`config.mk`:
```
export PLATFORM = sky130hd
export DESIGN_NAME = tx_mask_upsampler
export DESIGN_NICKNAME = d
export VERILOG_FILES = /design/src/rtl/tx_mask_upsampler.sv
export SDC_FILE = /design/constraint.sdc
export NUM_CORES = 1
export LEC_CHECK = 0
export ABC_AREA = 0
export CAP_MARGIN = 20
export CORE_AREA = 2 2 106 108
export CTS_CLUSTER_SIZE = 40
export DETAILED_ROUTE_END_ITERATION = 16
export DIE_AREA = 0 0 108 110
export GPL_TIMING_DRIVEN = 0
export HOLD_SLACK_MARGIN = 0.02
export PLACE_DENSITY = 0.76
export SETUP_SLACK_MARGIN = 0.2
export SLEW_MARGIN = 20
export SYNTH_ARGS = -nofsm -noshare
export SYNTH_HDL_FRONTEND = slang
export SYNTH_SLANG_ARGS = --single-unit
export TNS_END_PERCENT = 100
```
`constraint.sdc`:
```
create_clock -name sys_clk -period 5.38 [get_ports sys_clk]
set_input_delay 0.538 -clock sys_clk [delete_from_list [all_inputs] [get_ports sys_clk]]
set_output_delay 0.538 -clock sys_clk [all_outputs]
set_load 0.005 [all_outputs]
```
`src/rtl/tx_mask_upsampler.sv`:
```
// ---------------------------------------------------------------------------
// tx_mask_upsampler
//
// M-ASK transmit front end. Incoming Gray-coded symbols are buffered in a
// small FIFO. On every symbol boundary the head symbol is Gray-decoded and
// mapped to a signed level, (2k-(M-1))*ref_level, saturated to DATA_W bits.
// The result is then upsampled by UP_FACTOR. The block generates its own
// sample and symbol strobes from sys_clk. Downstream filter stages take
// their clock enables from these strobes.
//
// Optional feature (compile-time macro TX_ZOH_EN):
//   undefined : zero stuffing. Non-boundary samples of tx_up are 0.
//   defined   : zero-order hold. Non-boundary samples repeat tx_sym.
// Ports and strobe cadence are the same in both builds.
//
// Ports:
//   sys_clk     in   system clock, all logic on the rising edge
//   reset       in   asynchronous, active-low reset
//   enable      in   run enable for the strobe counters and the datapath
//   sym_in      in   Gray-coded symbol, BITS_PER_SYM bits
//   sym_valid   in   sym_in valid
//   sym_ready   out  FIFO can accept a symbol (not full)
//   ref_level   in   unsigned half level spacing, held static while running
//   sam_clk_en  out  one-cycle sample strobe
//   sym_clk_en  out  one-cycle symbol strobe, always coincident with sam_clk_en
//   tx_sym      out  signed mapped level of the current symbol
//   tx_up       out  signed upsampled stream
//   fifo_level  out  FIFO occupancy
//   underflow   out  sticky: a symbol boundary found the FIFO empty
//
// Handshake: a symbol is transferred on every rising edge where
// sym_valid && sym_ready are both high. sym_ready does not depend on
// sym_valid. While sym_valid is high, sym_in must stay stable until the
// transfer happens.
// ---------------------------------------------------------------------------
module tx_mask_upsampler #(
  parameter int DATA_W       = 18,
  parameter int BITS_PER_SYM = 2,
  parameter int UP_FACTOR    = 4,
  parameter int SYS_PER_SAM  = 4,
  parameter int FIFO_DEPTH   = 4
) (
  input  logic                            sys_clk,
  input  logic                            reset,
  input  logic                            enable,
  input  logic [BITS_PER_SYM-1:0]         sym_in,
  input  logic                            sym_valid,
  output logic                            sym_ready,
  input  logic [DATA_W-1:0]               ref_level,
  output logic                            sam_clk_en,
  output logic                            sym_clk_en,
  output logic signed [DATA_W-1:0]        tx_sym,
  output logic signed [DATA_W-1:0]        tx_up,
  output logic [$clog2(FIFO_DEPTH):0]     fifo_level,
  output logic                            underflow
);

  localparam int M     = 2 ** BITS_PER_SYM;
  localparam int CNT_W = $clog2(SYS_PER_SAM);
  localparam int PH_W  = $clog2(UP_FACTOR);
  localparam int PTR_W = $clog2(FIFO_DEPTH);
  localparam int LVL_W = PTR_W + 1;
  // Level coefficient 2k-(M-1) lies in -(M-1)..(M-1).
  localparam int CW    = BITS_PER_SYM + 2;
  // Full-width product: |coef| < 2^(B+1) and ref_level < 2^DATA_W.
  localparam int PW    = DATA_W + BITS_PER_SYM + 2;

  localparam logic [CNT_W-1:0] CNT_LAST = CNT_W'(SYS_PER_SAM - 1);
  localparam logic [LVL_W-1:0] LVL_FULL = LVL_W'(FIFO_DEPTH);
  localparam logic [CW-1:0]    COEF_OFS = CW'(M - 1);

  localparam logic signed [PW-1:0] SAT_MAX =
    {{(PW-DATA_W+1){1'b0}}, {(DATA_W-1){1'b1}}};
  localparam logic signed [PW-1:0] SAT_MIN =
    {{(PW-DATA_W+1){1'b1}}, {(DATA_W-1){1'b0}}};

  // ------------------------------------------------------------------
  // Strobe generation
  // ------------------------------------------------------------------
  logic [CNT_W-1:0] sam_cnt;
  logic [PH_W-1:0]  phase;

  always_ff @(posedge sys_clk or negedge reset) begin
    if (!reset) begin
      sam_cnt <= '0;
    end else if (enable) begin
      sam_cnt <= (sam_cnt == CNT_LAST) ? '0 : sam_cnt + CNT_W'(1);
    end
  end

  // UP_FACTOR is a power of two, so phase wraps naturally.
  always_ff @(posedge sys_clk or negedge reset) begin
    if (!reset) begin
      phase <= '0;
    end else if (sam_clk_en) begin
      phase <= phase + PH_W'(1);
    end
  end

  // Both strobes are decoded from registers, gated only by enable.
  assign sam_clk_en = enable && (sam_cnt == CNT_LAST);
  assign sym_clk_en = sam_clk_en && (phase == '0);

  // ------------------------------------------------------------------
  // Symbol FIFO
  // ------------------------------------------------------------------
  logic [BITS_PER_SYM-1:0] mem [FIFO_DEPTH];
  logic [PTR_W-1:0]        wr_ptr;
  logic [PTR_W-1:0]        rd_ptr;
  logic                    fifo_empty;
  logic                    push;
  logic                    pop;

  assign fifo_empty = (fifo_level == '0);
  assign sym_ready  = (fifo_level != LVL_FULL);
  assign push       = sym_valid && sym_ready;
  // No bypass: a symbol pushed on a boundary cycle is not available to
  // that boundary.
  assign pop        = sym_clk_en && !fifo_empty;

  always_ff @(posedge sys_clk) begin
    if (push) begin
      mem[wr_ptr] <= sym_in;
    end
  end

  always_ff @(posedge sys_clk or negedge reset) begin
    if (!reset) begin
      wr_ptr     <= '0;
      rd_ptr     <= '0;
      fifo_level <= '0;
    end else begin
      if (push) wr_ptr <= wr_ptr + PTR_W'(1);
      if (pop)  rd_ptr <= rd_ptr + PTR_W'(1);
      case ({push, pop})
        2'b10:   fifo_level <= fifo_level + LVL_W'(1);
        2'b01:   fifo_level <= fifo_level - LVL_W'(1);
        default: fifo_level <= fifo_level;
      endcase
    end
  end

  // ------------------------------------------------------------------
  // Gray decode and level mapping of the FIFO head
  // ------------------------------------------------------------------
  logic [BITS_PER_SYM-1:0]   head_gray;
  logic [BITS_PER_SYM-1:0]   head_bin;
  logic signed [CW-1:0]      coef;
  logic signed [PW-1:0]      coef_x;
  logic signed [PW-1:0]      ref_x;
  logic signed [PW-1:0]      prod;
  logic signed [DATA_W-1:0]  head_level;

  assign head_gray = mem[rd_ptr];

  always_comb begin
    // Binary bit i is the XOR of all Gray bits at or above i.
    head_bin = head_gray;
    for (int i = BITS_PER_SYM - 2; i >= 0; i--) begin
      head_bin[i] = head_bin[i+1] ^ head_gray[i];
    end
  end

  always_comb begin
    coef   = $signed({1'b0, head_bin, 1'b0}) - $signed(COEF_OFS);
    coef_x = {{(PW-CW){coef[CW-1]}}, coef};
    ref_x  = {{(PW-DATA_W){1'b0}}, ref_level};
    prod   = coef_x * ref_x;
    if (prod > SAT_MAX) begin
      head_level = SAT_MAX[DATA_W-1:0];
    end else if (prod < SAT_MIN) begin
      head_level = SAT_MIN[DATA_W-1:0];
    end else begin
      head_level = prod[DATA_W-1:0];
    end
  end

  // ------------------------------------------------------------------
  // Output stage
  // ------------------------------------------------------------------
  always_ff @(posedge sys_clk or negedge reset) begin
    if (!reset) begin
      tx_sym    <= '0;
      tx_up     <= '0;
      underflow <= 1'b0;
    end else if (sym_clk_en) begin
      if (!fifo_empty) begin
        tx_sym <= head_level;
        tx_up  <= head_level;
      end else begin
        // Starved boundary: emit silence for the whole symbol.
        tx_sym    <= '0;
        tx_up     <= '0;
        underflow <= 1'b1;
      end
    end else if (sam_clk_en) begin
`ifdef TX_ZOH_EN
      tx_up <= tx_sym;
`else
      tx_up <= '0;
`endif
    end
  end

endmodule
```
== Word level (Yosys, flattened, before mapping) ==
Memories as Yosys holds them, arrays and structs flattened.
Cells that the tools add are included.
Operators by class
  shift operators: 0
  mux-type cells: 9
  bitwise operators: 1
  $add $sub $neg: 7
  reductions and logical operators: 10
  magnitude comparators: 2
  equality and inequality tests: 4
  divide/modulo/power cells: 0
  $mul: 1
Operators by type and width (number)
  18-bit two-way mux: 5
  22-bit by 18-bit greater-than comparator with 1-bit output (second input constant): 1
  22-bit by 18-bit less-than comparator with 1-bit output (second input constant): 1
  4-bit by 19-bit multiplier with 22-bit output: 1
  2-bit by 1-bit adder with 2-bit output (second input constant): 4
  3-bit one-hot mux with 2 select lines: 1
  2-bit equality test (second input constant): 2
  1-bit logical AND: 4
  2-bit nonzero test: 2
  3-bit by 2-bit subtractor with 4-bit output (second input constant): 1
  3-bit by 1-bit adder with 3-bit output (second input constant): 1
  3-bit logical NOT: 1
  3-bit inequality test (second input constant): 1
  3-bit by 1-bit subtractor with 3-bit output (second input constant): 1
  2-bit by 1-bit equality test with 1-bit output (second input constant): 1
  2-bit logical NOT: 1
  1-bit two-way mux: 2
  2-bit two-way mux: 1
  2-bit AND reduction: 1
  1-bit logical NOT: 1
  1-bit XOR: 1
Storage, ports and cells
  input bits: 24
  output and inout bits: 43
  RAM bits: 8
  register bits after elaboration: 48
  bits in latches: 0
  ROM bits: 0
  memories: 1
  logic and storage cells: 43
Memories
  mem: words 4, bits a word 2, read ports 1, clocked after memory_dff 0, wr ports 1, line 107  | logic [BITS_PER_SYM-1:0] mem [FIFO_DEPTH];

== Depth between registers and ports, before layout ==
Gate-level depths: netlist of run 1.
An unclocked memory read counts as a cell.
  word-level depth: 9
  depth in mapped cells: 20
  depth with buffers taken out: 18

== Worst setup path after synthesis of run 1 ==
OpenSTA, ideal clock, no wires.
  kind: register to register
  start point: register rd_ptr[0]
  end point: register tx_up[17]
  period minus slack after synthesis: 5647 ps
  buffers on the path: 3
  setup slack: -267 ps
  data arrival time: 5529 ps
  data required time: 5262 ps
  stages on the path, launching flop included: 20
  library setup time: 118 ps
  path through: dfrtp_1 > mux4_2 > clkbuf_1 > clkbuf_1 > or2_2 > fa_1 > fa_1 > fa_1 > inv_1 > ha_1 > fa_1 > a21o_1 > nand4_1 > nand3_1 > a21oi_2 > a21oi_1 > xnor2_2 > buf_2 > nor3_1 > a21o_1
On the way
  cells in the longest elaborated chain, start to end: 9
  elaborated cells between the ends (all ways): 10
  those cells by class: 1 x add/sub; 1 x mul; 2 x order compare; 4 x mux; 1 x bitwise; 1 x memory
RTL lines
  start: declaration: line 109  | logic [PTR_W-1:0] rd_ptr;
  start signal: assignment: line 134  | if (pop) rd_ptr <= rd_ptr + PTR_W'(1);
  memory 4 x 2 bit (*)
  1-bit XOR: line 160  | head_bin[i] = head_bin[i+1] ^ head_gray[i];
  3-bit by 2-bit subtractor with 4-bit output (*): line 165  | coef = $signed({1'b0, head_bin, 1'b0}) - $signed(COEF_OFS);
  4-bit by 19-bit multiplier with 22-bit output (*): line 168  | prod = coef_x * ref_x;
  22-bit by 18-bit less-than comparator with 1-bit output: line 171  | end else if (prod < SAT_MIN) begin
  18-bit two-way mux: line 171
  18-bit two-way mux (*): line 169  | if (prod > SAT_MAX) begin
  18-bit two-way mux (*): line 187  | if (!fifo_empty) begin
  18-bit two-way mux (*): line 186  | end else if (sym_clk_en) begin
  end signal: assignment: line 189  | tx_up <= head_level;
  end: declaration: line 53  | output logic signed [DATA_W-1:0] tx_up,
Every way passes the cells marked *; elsewhere a longest branch is shown, timed or not.
A chain may end at the register's enable or synchronous reset.

== Worst setup path after layout of run 1 ==
  start point: register rd_ptr[0]
  end point: register tx_sym[10]
On the way
  cells in the longest elaborated chain, start to end: 8
  elaborated cells between the ends (all ways): 9
  those cells by class: 1 x add/sub; 1 x mul; 2 x order compare; 3 x mux; 1 x bitwise; 1 x memory
RTL lines
  memory 4 x 2 bit (*)
  1-bit XOR: line 160
  3-bit by 2-bit subtractor with 4-bit output (*): line 165
  4-bit by 19-bit multiplier with 22-bit output (*): line 168
  22-bit by 18-bit less-than comparator with 1-bit output: line 171
  18-bit two-way mux: line 171
  18-bit two-way mux (*): line 169
  18-bit two-way mux (*): line 187
  end signal: assignment: line 188  | tx_sym <= head_level;
  end: declaration: line 52  | output logic signed [DATA_W-1:0] tx_sym,
Marked as above.

==> parameters.txt, run 1 <==
Parameter                              Value

Run status
  Status    complete, but fails checks
  Violations in the final reports    negative setup slack

Global routing
  Residual overflow from global routing    0
  Overall Global Routing Usage    22.2%
  First-pass GRT wire length    20.9 mm
  Pin count of the biggest net entering global routing    27
  Initial antenna violation count    0
  Via count of the first global-routing pass    4367

Worst hold path
  Worst min-delay path class    input port to asynchronous set/reset pin

Floorplan
  Area of the core    10700 um^2
  Number of I/O pins    67
  Floorplan die area    11900 um^2
  Effective utilization at floorplan    49.1%
  Die Span X    108 um
  Die H    110 um
  Site Rows    38

Critical path
  Critical path class    flip-flop to flip-flop
  Critical path startpoint category    flip-flop
  Slowest CP cell    sky130_fd_sc_hd__mux4_2
  Type of element capturing the critical path    flip-flop
  Critical path fanouts, max    10
  Critical-path cell list    mux4_2, buf_8, clkbuf_16, or2_4, fa_1, fa_1, fa_1, inv_2, ha_4, fa_2, a21o_1, nand4_1, nand3_2, a21oi_4, nand4bb_4, o2111ai_4, o211ai_4, buf_6, clkbuf_16, o211ai_2
  Worst R2R Start    rd_ptr[0]
  Crit path arrival time    5.62 ns
  Maximum cell stage delay along the critical path    0.60 ns
  Required time of the critical path    5.58 ns
  Worst Setup SP    rd_ptr[0]
  Cell seen most often among critical-path stages    sky130_fd_sc_hd__fa_1
  Category of cells accounting for the largest share of critical-path delay    adder cells
  Total buffers and inverters traversed by the critical path    5

STA
  Setup Viol. Count Final    15
  Final worst clock skew    0.0154 ns
  Portion of the clock cycle consumed by the worst path in the final layout    101%
  RSZ-0062 raised after global routing    yes
  Sum of negative setup slack    -0.198 ns
  Slew HR    46.6%
  Max Slew Vio Count    0
  Count of final hold-check violations    0
  Slew at the pin with the worst max-slew slack    0.797 ns
  Max Freq    0.185 GHz
  Min Tclk post-route    5.42 ns
  Final worst setup slack    -0.0386 ns

Synth
  Part of the Yosys area used for sequential elements    27.4%
  Most used DFF post-synth    sky130_fd_sc_hd__dfrtp_1
  Synthesized netlist net count    603
  Number of distinct library cells after synthesis    62
  Fraction of synthesized cell area taken by the top area cell type    22.9%
  Most used standard cell by instance count after synthesis    sky130_fd_sc_hd__nand2_1
  Instance count of the mapped netlist    495
  Most numerous cell types in the synthesized netlist    52 x sky130_fd_sc_hd__nand2_1, 50 x sky130_fd_sc_hd__ha_1, 48 x sky130_fd_sc_hd__dfrtp_1
  Register bit count reported by yosys    56
  Synth top area cells    sky130_fd_sc_hd__dfrtp_1 23%, sky130_fd_sc_hd__fa_1 13%, sky130_fd_sc_hd__ha_1 12%, sky130_fd_sc_hd__o211ai_2 5.5%, sky130_fd_sc_hd__edfxtp_1 4.6%
  Largest area contributor in the netlist    sky130_fd_sc_hd__dfrtp_1
  Total number of yosys warnings    0
  Count of flip-flops with a built-in enable after synthesis    8
  Mapped Avg Cell Area    10.6 um^2
  Cell area after synthesis    5260 um^2
  Share of synthesized registers carrying an async set or reset    85.7%

Route
  Post-route ant nets    0
  Number of DRC markers after the initial detailed-route iteration    159
  Number of optimization iterations in the first detailed-route pass    5
  Total Wirelength    12.5 mm
  Wire length on met1    5.19 mm
  Post-detailed-route wirelength per cell    16.8 um
  WL met3    599 um
  Total met2 wirelength after detailed routing    6.46 mm
  Top layer in use    met4
  Total vias in the final route    4239
  Number of vias per cell after detailed routing    5.71
  Detailed-route DRC error count    0

Layout
  Count of fill cells added during filler insertion    860
  Post-layout net count    710
  Antenna Cells    0
  Area grow syn2layout    30.4%
  Layout cell share with drive strength beyond 1    25.5%

Clock network
  Number of buffers on the longest clock path    2
  Number of hold buffers added after cts    0
  CTS buffer count    5
  Register clock-pin slew on the reported worst setup and hold paths    0.11 ns
  Sinks on Clock Net    56
  Root buf cell    sky130_fd_sc_hd__clkbuf_8
  TritonCTS clock tree    built
  Number of H-tree branching levels    2
  Clk Latency, worst-skew pair    0.32 ns

Flow run
  Max-cap violations    0

Place
  Post-DP HPWL    9.34 mm
  Final Wtd Congestion    0.842
  Total of buffers placed on input and output ports    66
## state kept, by name (all words and copies together), names as in the netlist
| register | flops |
|---|---|
| phase | 2 |
| tx_up | 18 |
| tx_sym | 18 |
| wr_ptr | 2 |
| rd_ptr | 2 |
| mem | 8 |
| sam_cnt | 2 |
| underflow | 1 |
| fifo_level | 3 |
## worst paths after layout
kind | end | slack (ns) | cells after the start
setup / recovery | tx_sym[10] | -0.04 | 20
hold / removal | tx_sym[3] | 0.20 | 1
setup reg to reg | tx_sym[10] | -0.04 | 20
hold reg to reg | underflow | 0.48 | 1
max in group asynchronous | tx_sym[9] | 4.64 | 2
min in group sys_clk | underflow | 0.48 | 1
## cell families after synthesis
kind of cell	share of synthesized area, %
AOI/OAI and AO/OA	22.8
xor gates and xnor gates	4.12
adders and majority gates	24.9
buffers and inverters	4.78
DFF	27.4
muxes	1.26
and+or+nand+nor	14.8
## cell usage in the layout, fill, tap and decap left out, types with 15 or more instances in the layout
cell | Yosys | routed
sky130_fd_sc_hd__ha_1 | 50 | 45
sky130_fd_sc_hd__dfrtp_1 | 48 | 47
sky130_fd_sc_hd__nand2_1 | 52 | 51
sky130_fd_sc_hd__nor2_1 | 25 | 23
sky130_fd_sc_hd__and2_1 | 17 | 17
sky130_fd_sc_hd__o211ai_2 | 23 | 22
sky130_fd_sc_hd__clkdlybuf4s50_1 | 0 | 65
sky130_fd_sc_hd__a21oi_1 | 35 | 33
sky130_fd_sc_hd__nor2b_1 | 15 | 15
sky130_fd_sc_hd__buf_4 | 0 | 23
sky130_fd_sc_hd__inv_1 | 25 | 23
sky130_fd_sc_hd__fa_1 | 34 | 33
## layer usage
metal | vias to the layer above | global-route usage [%]
li1 | 1981 | -
met1 | 2131 | 28.3
met2 | 105 | 39.4
met3 | 22 | 3.59
met4 | 0 | 5.68
met5 | - | 0
## layout make-up
cell class,instances,area (um^2),area share [%]
buffer,26,244,3.56
clock buffer,6,72.6,1.06
clock inverter,2,16.3,0.237
inverter,25,93.8,1.37
multi-input combinational,388,3790,55.3
sequential,56,1440,21.0
tap,140,175,2.56
timing repair buffer,100,1020,14.9
## through the flow
stage | util [%] | instance area, um^2 | std cells | setup slack (ns) | hold WS [ns]
2_1_floorplan | - | 5380 | 495 | 0.198 | 0.242
3_3_place_gp | 58.1 | 6220 | 701 | -0.364 | 0.438
4_1_cts | 62.8 | 6720 | 739 | -0.0575 | 0.219
6_report | 64.1 | 6850 | 743 | -0.0386 | 0.200
5_1_grt | 64.1 | 6850 | 743 | -0.264 | 0.236
3_5_place_dp | 58.2 | 6230 | 702 | -0.475 | 0.464
## timing repair
| item | in CTS | in global routing |
|---|---|---|
| setup buffers | 26 | 2 |
| endpoints found under the setup margin | 36 | 36 |
| pin swaps | 25 | 3 |
| cloned | 3 | 2 |
| resized for setup | 27 | 16 |
Power of run 1 is left out: the tool's default activity adds up to more than one toggle a clock period on the data nets, which glitch-free logic cannot reach.
==> run 2, diff against run 1 <==
--- a/config.mk
+++ b/config.mk
@@ -7,15 +7,14 @@
 export LEC_CHECK = 0
 export ABC_AREA = 0
 export CAP_MARGIN = 20
-export CORE_AREA = 2 2 106 108
+export CORE_AREA = 8 8 112 114
 export CTS_CLUSTER_SIZE = 40
 export DETAILED_ROUTE_END_ITERATION = 16
-export DIE_AREA = 0 0 108 110
+export DIE_AREA = 0 0 120 122
 export GPL_TIMING_DRIVEN = 0
 export HOLD_SLACK_MARGIN = 0.02
 export PLACE_DENSITY = 0.76
 export SETUP_SLACK_MARGIN = 0.2
-export SLEW_MARGIN = 20
 export SYNTH_ARGS = -nofsm -noshare
 export SYNTH_HDL_FRONTEND = slang
 export SYNTH_SLANG_ARGS = --single-unit
==> run 2 against run 1 <==
  * The flow still finishes with violations (negative setup slack)
  * Final area grew 6.0%
  * Critical path depth rose by 1
  * Die area rose by 23%
  * Non-clock buffer count rose by 12
  * Maximum frequency decreased by 0.85%
  * Core utilization increased by 3.8 points
  * Largest cell class unchanged
==> parameters.txt, run 2 (same netlist as run 1, synthesis figures left out) <==
Parameter                              Value

Route
  Detailed-route DRC error count    0
  Top layer in use    met4
  Wire length on met1    5.34 mm
  Number of optimization iterations in the first detailed-route pass    4
  Total vias in the final route    4268
  Total Wirelength    13.6 mm
  Post-detailed-route wirelength per cell    18.1 um
  Post-route ant nets    0
  WL met3    751 um
  Number of DRC markers after the initial detailed-route iteration    245
  Number of vias per cell after detailed routing    5.65
  Total met2 wirelength after detailed routing    7.24 mm

Clock network
  Sinks on Clock Net    56
  Number of H-tree branching levels    2
  Number of hold buffers added after cts    0
  TritonCTS clock tree    built
  Number of buffers on the longest clock path    2
  Register clock-pin slew on the reported worst setup and hold paths    0.11 ns
  Clk Latency, worst-skew pair    0.32 ns
  CTS buffer count    5
  Root buf cell    sky130_fd_sc_hd__clkbuf_8

Global routing
  Residual overflow from global routing    0
  First-pass GRT wire length    22.5 mm
  Via count of the first global-routing pass    4653
  Overall Global Routing Usage    18.8%
  Pin count of the biggest net entering global routing    34
  Initial antenna violation count    0

STA
  Worst hold slack    0.121 ns
  Portion of the clock cycle consumed by the worst path in the final layout    102%
  Count of final hold-check violations    0
  Sum of negative setup slack    -1.97 ns
  Max Freq    0.183 GHz
  Final worst setup slack    -0.0848 ns
  RSZ-0062 raised after global routing    yes
  Final worst clock skew    0.0144 ns
  Max Slew Vio Count    0
  Min Tclk post-route    5.46 ns
  Setup Viol. Count Final    34
  Slew HR    44.0%
  Slew at the pin with the worst max-slew slack    0.834 ns

Critical path
  Critical path startpoint category    flip-flop
  Worst R2R Setup Slack    -0.08 ns
  Worst Reg-to-Reg Cells    21
  Type of element capturing the critical path    flip-flop
  Crit path arrival time    5.70 ns
  Capture instance of the worst register-to-register path    tx_sym[15]
  Required time of the critical path    5.61 ns
  Critical path class    flip-flop to flip-flop
  Critical path fanouts, max    5
  Worst R2R Start    rd_ptr[0]

Run status
  Status    complete, but fails checks
  Violations in the final reports    negative setup slack

Layout
  Most frequent cells in the layout    65 x sky130_fd_sc_hd__clkdlybuf4s50_1, 51 x sky130_fd_sc_hd__nand2_1, 47 x sky130_fd_sc_hd__dfrtp_1
  Area grow syn2layout    38.2%
  Antenna Cells    0
  Largest registers in the final layout    tx_sym (18), tx_up (18), mem (8)
  Leading cell type in the layout, fill and taps excluded    sky130_fd_sc_hd__clkdlybuf4s50_1
  Post-layout net count    722
  Count of fill cells added during filler insertion    765
  Layout cell share with drive strength beyond 1    29.9%

Place
  Final Wtd Congestion    0.822
  Total of buffers placed on input and output ports    66
  Post-DP HPWL    9.73 mm

Floorplan
  Site Rows    38
  Area of the core    10700 um^2
  Effective utilization at floorplan    49.1%
  Floorplan die area    14600 um^2
  Number of I/O pins    67
  Die Span X    120 um
  Die H    122 um

Flow run
  Max-cap violations    0

Worst hold path
  Worst min-delay path class    input port to asynchronous set/reset pin
==> run 2: changes by cell type in the layout (fill, tap and decap cells not counted), moves of 2 or more <==
cell                       previous run  this run
sky130_fd_sc_hd__nor2_1              23        18
sky130_fd_sc_hd__buf_2                6         2
sky130_fd_sc_hd__a221oi_4             3         7
sky130_fd_sc_hd__nor2_2               2         7
sky130_fd_sc_hd__ha_1                45        38
sky130_fd_sc_hd__buf_4               23        28
sky130_fd_sc_hd__and2_4               1         3
sky130_fd_sc_hd__clkbuf_8             5         7
sky130_fd_sc_hd__buf_6               10        17
sky130_fd_sc_hd__and2_1              17        15
sky130_fd_sc_hd__buf_16               1         3
sky130_fd_sc_hd__ha_4                 1         9
sky130_fd_sc_hd__a221oi_2             8         4
==> run 2: how the worst max path moves through the flow <==
stage | end | startpoint | slack [ns] | depth (start not counted)
6_report | tx_sym[15] | rd_ptr[0] | -0.08 | 21
5_1_grt | tx_sym[13] | rd_ptr[0] | -0.28 | 20
4_1_cts | tx_sym[7] | rd_ptr[0] | -0.07 | 20
3_5_place_dp | tx_sym[12] | rd_ptr[0] | -0.50 | 19
3_3_place_gp | tx_up[11] | rd_ptr[0] | -0.39 | 19
2_1_floorplan | tx_up[6] | rd_ptr[0] | 0.20 | 19
==> run 2: per-stage QoR <==
stage	setup slack [ns]	instances	instance area (um^2)	utilization (%)
detailed placement	-0.503	702	6230	58.2
CTS	-0.0745	750	6970	65.1
global route	-0.283	755	7260	67.9
floorplan	0.198	495	5380	-
global placement	-0.388	701	6220	58.1
finish	-0.0848	755	7260	67.9
==> run 2: critical path, stage by stage, from the launching register on <==
cell	delay (ns)
sky130_fd_sc_hd__dfrtp_2	0.40
sky130_fd_sc_hd__mux4_2	0.60
sky130_fd_sc_hd__buf_8	0.18
sky130_fd_sc_hd__clkbuf_16	0.15
sky130_fd_sc_hd__or2_4	0.23
sky130_fd_sc_hd__fa_1	0.52
sky130_fd_sc_hd__fa_1	0.44
sky130_fd_sc_hd__fa_1	0.50
sky130_fd_sc_hd__inv_2	0.04
sky130_fd_sc_hd__ha_4	0.16
sky130_fd_sc_hd__fa_2	0.37
sky130_fd_sc_hd__a21o_1	0.20
sky130_fd_sc_hd__nand4_1	0.10
sky130_fd_sc_hd__nand3_2	0.12
sky130_fd_sc_hd__a21oi_4	0.22
sky130_fd_sc_hd__a21boi_2	0.13
sky130_fd_sc_hd__nor4_4	0.28
sky130_fd_sc_hd__buf_4	0.18
sky130_fd_sc_hd__a21oi_4	0.08
sky130_fd_sc_hd__buf_6	0.14
sky130_fd_sc_hd__buf_6	0.11
sky130_fd_sc_hd__o211ai_1	0.19
==> run 2: metal layers <==
metal  vias up  GRT usage, %
met5         -             0
met4         0          6.09
met3        26          3.75
met2       118          34.2
met1      2126          21.8
li1       1998             -
==> run 2: layout make-up <==
type / count / area [um^2] / share of cell area (%)
clock buffer: 6 / 82.6 / 1.14
multi-input combinational: 388 / 3990 / 54.9
tap: 140 / 175 / 2.41
timing repair buffer: 112 / 1190 / 16.5
sequential: 56 / 1440 / 19.9
clock inverter: 2 / 13.8 / 0.189
inverter: 25 / 93.8 / 1.29
buffer: 26 / 272 / 3.74
==> run 2: repair_timing <==
action                                  in CTS  in global routing
setup buffers                               35                  4
resized for setup                           43                 47
endpoints found under the setup margin      36                 36
endpoints found under the hold margin        0                  0
pin swaps                                   31                 24
cloned                                       5                  1
Power of run 2 is left out for the same reason.
==> run 3, diff against run 2 <==
--- a/config.mk
+++ b/config.mk
@@ -7,13 +7,13 @@
 export LEC_CHECK = 0
 export ABC_AREA = 0
 export CAP_MARGIN = 20
-export CORE_AREA = 8 8 112 114
+export CORE_AREA = 8 8 110 112
 export CTS_CLUSTER_SIZE = 40
 export DETAILED_ROUTE_END_ITERATION = 16
-export DIE_AREA = 0 0 120 122
+export DIE_AREA = 0 0 118 120
 export GPL_TIMING_DRIVEN = 0
 export HOLD_SLACK_MARGIN = 0.02
-export PLACE_DENSITY = 0.76
+export PLACE_DENSITY = 0.78
 export SETUP_SLACK_MARGIN = 0.2
 export SYNTH_ARGS = -nofsm -noshare
 export SYNTH_HDL_FRONTEND = slang
==> run 3 against run 2 <==
  * The flow still finishes with violations (negative setup slack)
  * Clock skew grew 0.0023 ns
  * Maximum frequency decreased by 0.67%
  * Clock-buffer cell count stayed put
  * Sequential share of layout area rose by 0.60 points
  * Core utilization shrank 0.81 points
  * Critical path type unchanged
==> parameters.txt, run 3 (same netlist as run 1, synthesis figures left out) <==
Parameter                              Value

Run status
  Status    complete, but fails checks
  Violations in the final reports    negative setup slack

Clock network
  TritonCTS clock tree    built
  Clk Latency, worst-skew pair    0.32 ns
  CTS buffer count    5
  Sinks on Clock Net    56
  Register clock-pin slew on the reported worst setup and hold paths    0.11 ns
  Number of H-tree branching levels    2
  Number of buffers on the longest clock path    2
  Root buf cell    sky130_fd_sc_hd__clkbuf_8
  Number of hold buffers added after cts    0

Floorplan
  Site Rows    38
  Die Span X    118 um
  Die H    120 um
  Floorplan die area    14200 um^2
  Area of the core    10500 um^2
  Number of I/O pins    67
  Effective utilization at floorplan    50.0%

Place
  Setup slack at placement    -0.461 ns
  Total of buffers placed on input and output ports    66
  Post-DP HPWL    9.70 mm
  Final Wtd Congestion    0.828

Route
  Total Wirelength    13.5 mm
  Number of optimization iterations in the first detailed-route pass    4
  Post-detailed-route wirelength per cell    18.0 um
  Detailed-route DRC error count    0
  Total vias in the final route    4244
  Number of vias per cell after detailed routing    5.65
  Post-route ant nets    0
  Number of DRC markers after the initial detailed-route iteration    229

Critical path
  Slowest CP cell    sky130_fd_sc_hd__mux4_2
  Required time of the critical path    5.59 ns
  Critical path fanouts, max    10
  Category of cells accounting for the largest share of critical-path delay    adder cells
  Critical path startpoint category    flip-flop
  Maximum cell stage delay along the critical path    0.54 ns
  Total buffers and inverters traversed by the critical path    5
  Critical-path cell list    buf_6, mux4_2, xor2_4, buf_8, buf_12, and2_1, fa_1, fa_1, ha_1, ha_1, nand3_2, o41ai_2, a21oi_4, a221oi_2, o2111ai_4, buf_4, buf_8, a221oi_2, a211oi_2
  Crit path arrival time    5.71 ns
  Type of element capturing the critical path    flip-flop
  Critical path class    flip-flop to flip-flop

STA
  Portion of the clock cycle consumed by the worst path in the final layout    102%
  Final worst setup slack    -0.122 ns
  Setup Viol. Count Final    34
  Min Tclk post-route    5.50 ns
  Slew at the pin with the worst max-slew slack    0.875 ns
  Final worst clock skew    0.0167 ns
  Worst hold slack    0.0848 ns
  Count of final hold-check violations    0
  Max Freq    0.182 GHz
  RSZ-0062 raised after global routing    yes
  Max Slew Vio Count    0
  Sum of negative setup slack    -3.09 ns
  Slew HR    41.2%

Global routing
  Initial antenna violation count    0
  Residual overflow from global routing    0
  Pin count of the biggest net entering global routing    37
  Via count of the first global-routing pass    4665
  Overall Global Routing Usage    19.3%
  First-pass GRT wire length    22.6 mm

Layout
  Post-layout net count    718
  Most frequent cells in the layout    65 x sky130_fd_sc_hd__clkdlybuf4s50_1, 51 x sky130_fd_sc_hd__nand2_1, 47 x sky130_fd_sc_hd__dfrtp_1
  Seq. cell area    1440 um^2
  Count of fill cells added during filler insertion    783
  Leading cell type in the layout, fill and taps excluded    sky130_fd_sc_hd__clkdlybuf4s50_1
  Antenna Cells    0
  Area grow syn2layout    34.1%
  Largest registers in the final layout    tx_sym (18), tx_up (18), mem (8)
  Multi-input combinational cell area    3790 um^2
  Layout cell share with drive strength beyond 1    27.0%

Worst hold path
  Worst min-delay path class    input port to asynchronous set/reset pin

Flow run
  Max-cap violations    0
## run 3: worst paths after layout
path,slack [ns],to,depth (start not counted),start
max reg2reg,-0.12,tx_sym[4],19,rd_ptr[0]
min,0.08,tx_up[4],1,reset
max in group asynchronous,4.78,rd_ptr[0],2,reset
min in group sys_clk,0.47,underflow,1,underflow
max,-0.12,tx_sym[4],19,rd_ptr[0]
min reg2reg,0.47,underflow,1,underflow
## run 3: area by class of cell
class	instances	share of cell area, %
Clock buffer	6	1.33
Tap cell	140	2.48
Multi-Input combinational cell	388	53.8
Timing Repair Buffer	108	16.0
Sequential cell	56	20.5
Clock inverter	2	0.852
Inverter	25	1.33
Buffer	26	3.73
## run 3: per-stage QoR
| stage | cells | util (%) | instance area [um^2] |
|---|---|---|---|
| CTS | 749 | 66.5 | 6990 |
| floorplan | 495 | - | 5380 |
| detailed placement | 702 | 59.3 | 6230 |
| finish | 751 | 67.1 | 7050 |
| global route | 751 | 67.1 | 7050 |
| global placement | 701 | 59.2 | 6220 |
## run 3: routing by layer
metal  GRT usage, %  routed length [um]
met5              0                   0
met4           5.76                 229
met3           3.52                 448
met2           35.8                7170
met1           22.3                5660
## run 3: timing repair
action	in CTS	in global routing
pin swaps	18	3
buffers inserted	34	2
gates cloned	5	0
setup endpoints to repair	36	36
resized for setup	41	11
## run 3: worst register-to-register path, stage by stage, from the launching register on
cell                        delay [ns]
sky130_fd_sc_hd__dfrtp_2          0.41
sky130_fd_sc_hd__buf_6            0.11
sky130_fd_sc_hd__mux4_2           0.54
sky130_fd_sc_hd__xor2_4           0.27
sky130_fd_sc_hd__buf_8            0.16
sky130_fd_sc_hd__buf_12           0.11
sky130_fd_sc_hd__and2_1           0.14
sky130_fd_sc_hd__fa_1             0.43
sky130_fd_sc_hd__fa_1             0.47
sky130_fd_sc_hd__ha_1             0.31
sky130_fd_sc_hd__ha_1             0.42
sky130_fd_sc_hd__nand3_2          0.16
sky130_fd_sc_hd__o41ai_2          0.46
sky130_fd_sc_hd__a21oi_4          0.09
sky130_fd_sc_hd__a221oi_2         0.35
sky130_fd_sc_hd__o2111ai_4        0.25
sky130_fd_sc_hd__buf_4            0.22
sky130_fd_sc_hd__buf_8            0.14
sky130_fd_sc_hd__a221oi_2         0.28
sky130_fd_sc_hd__a211oi_2         0.07
Power of run 3 is left out for the same reason.
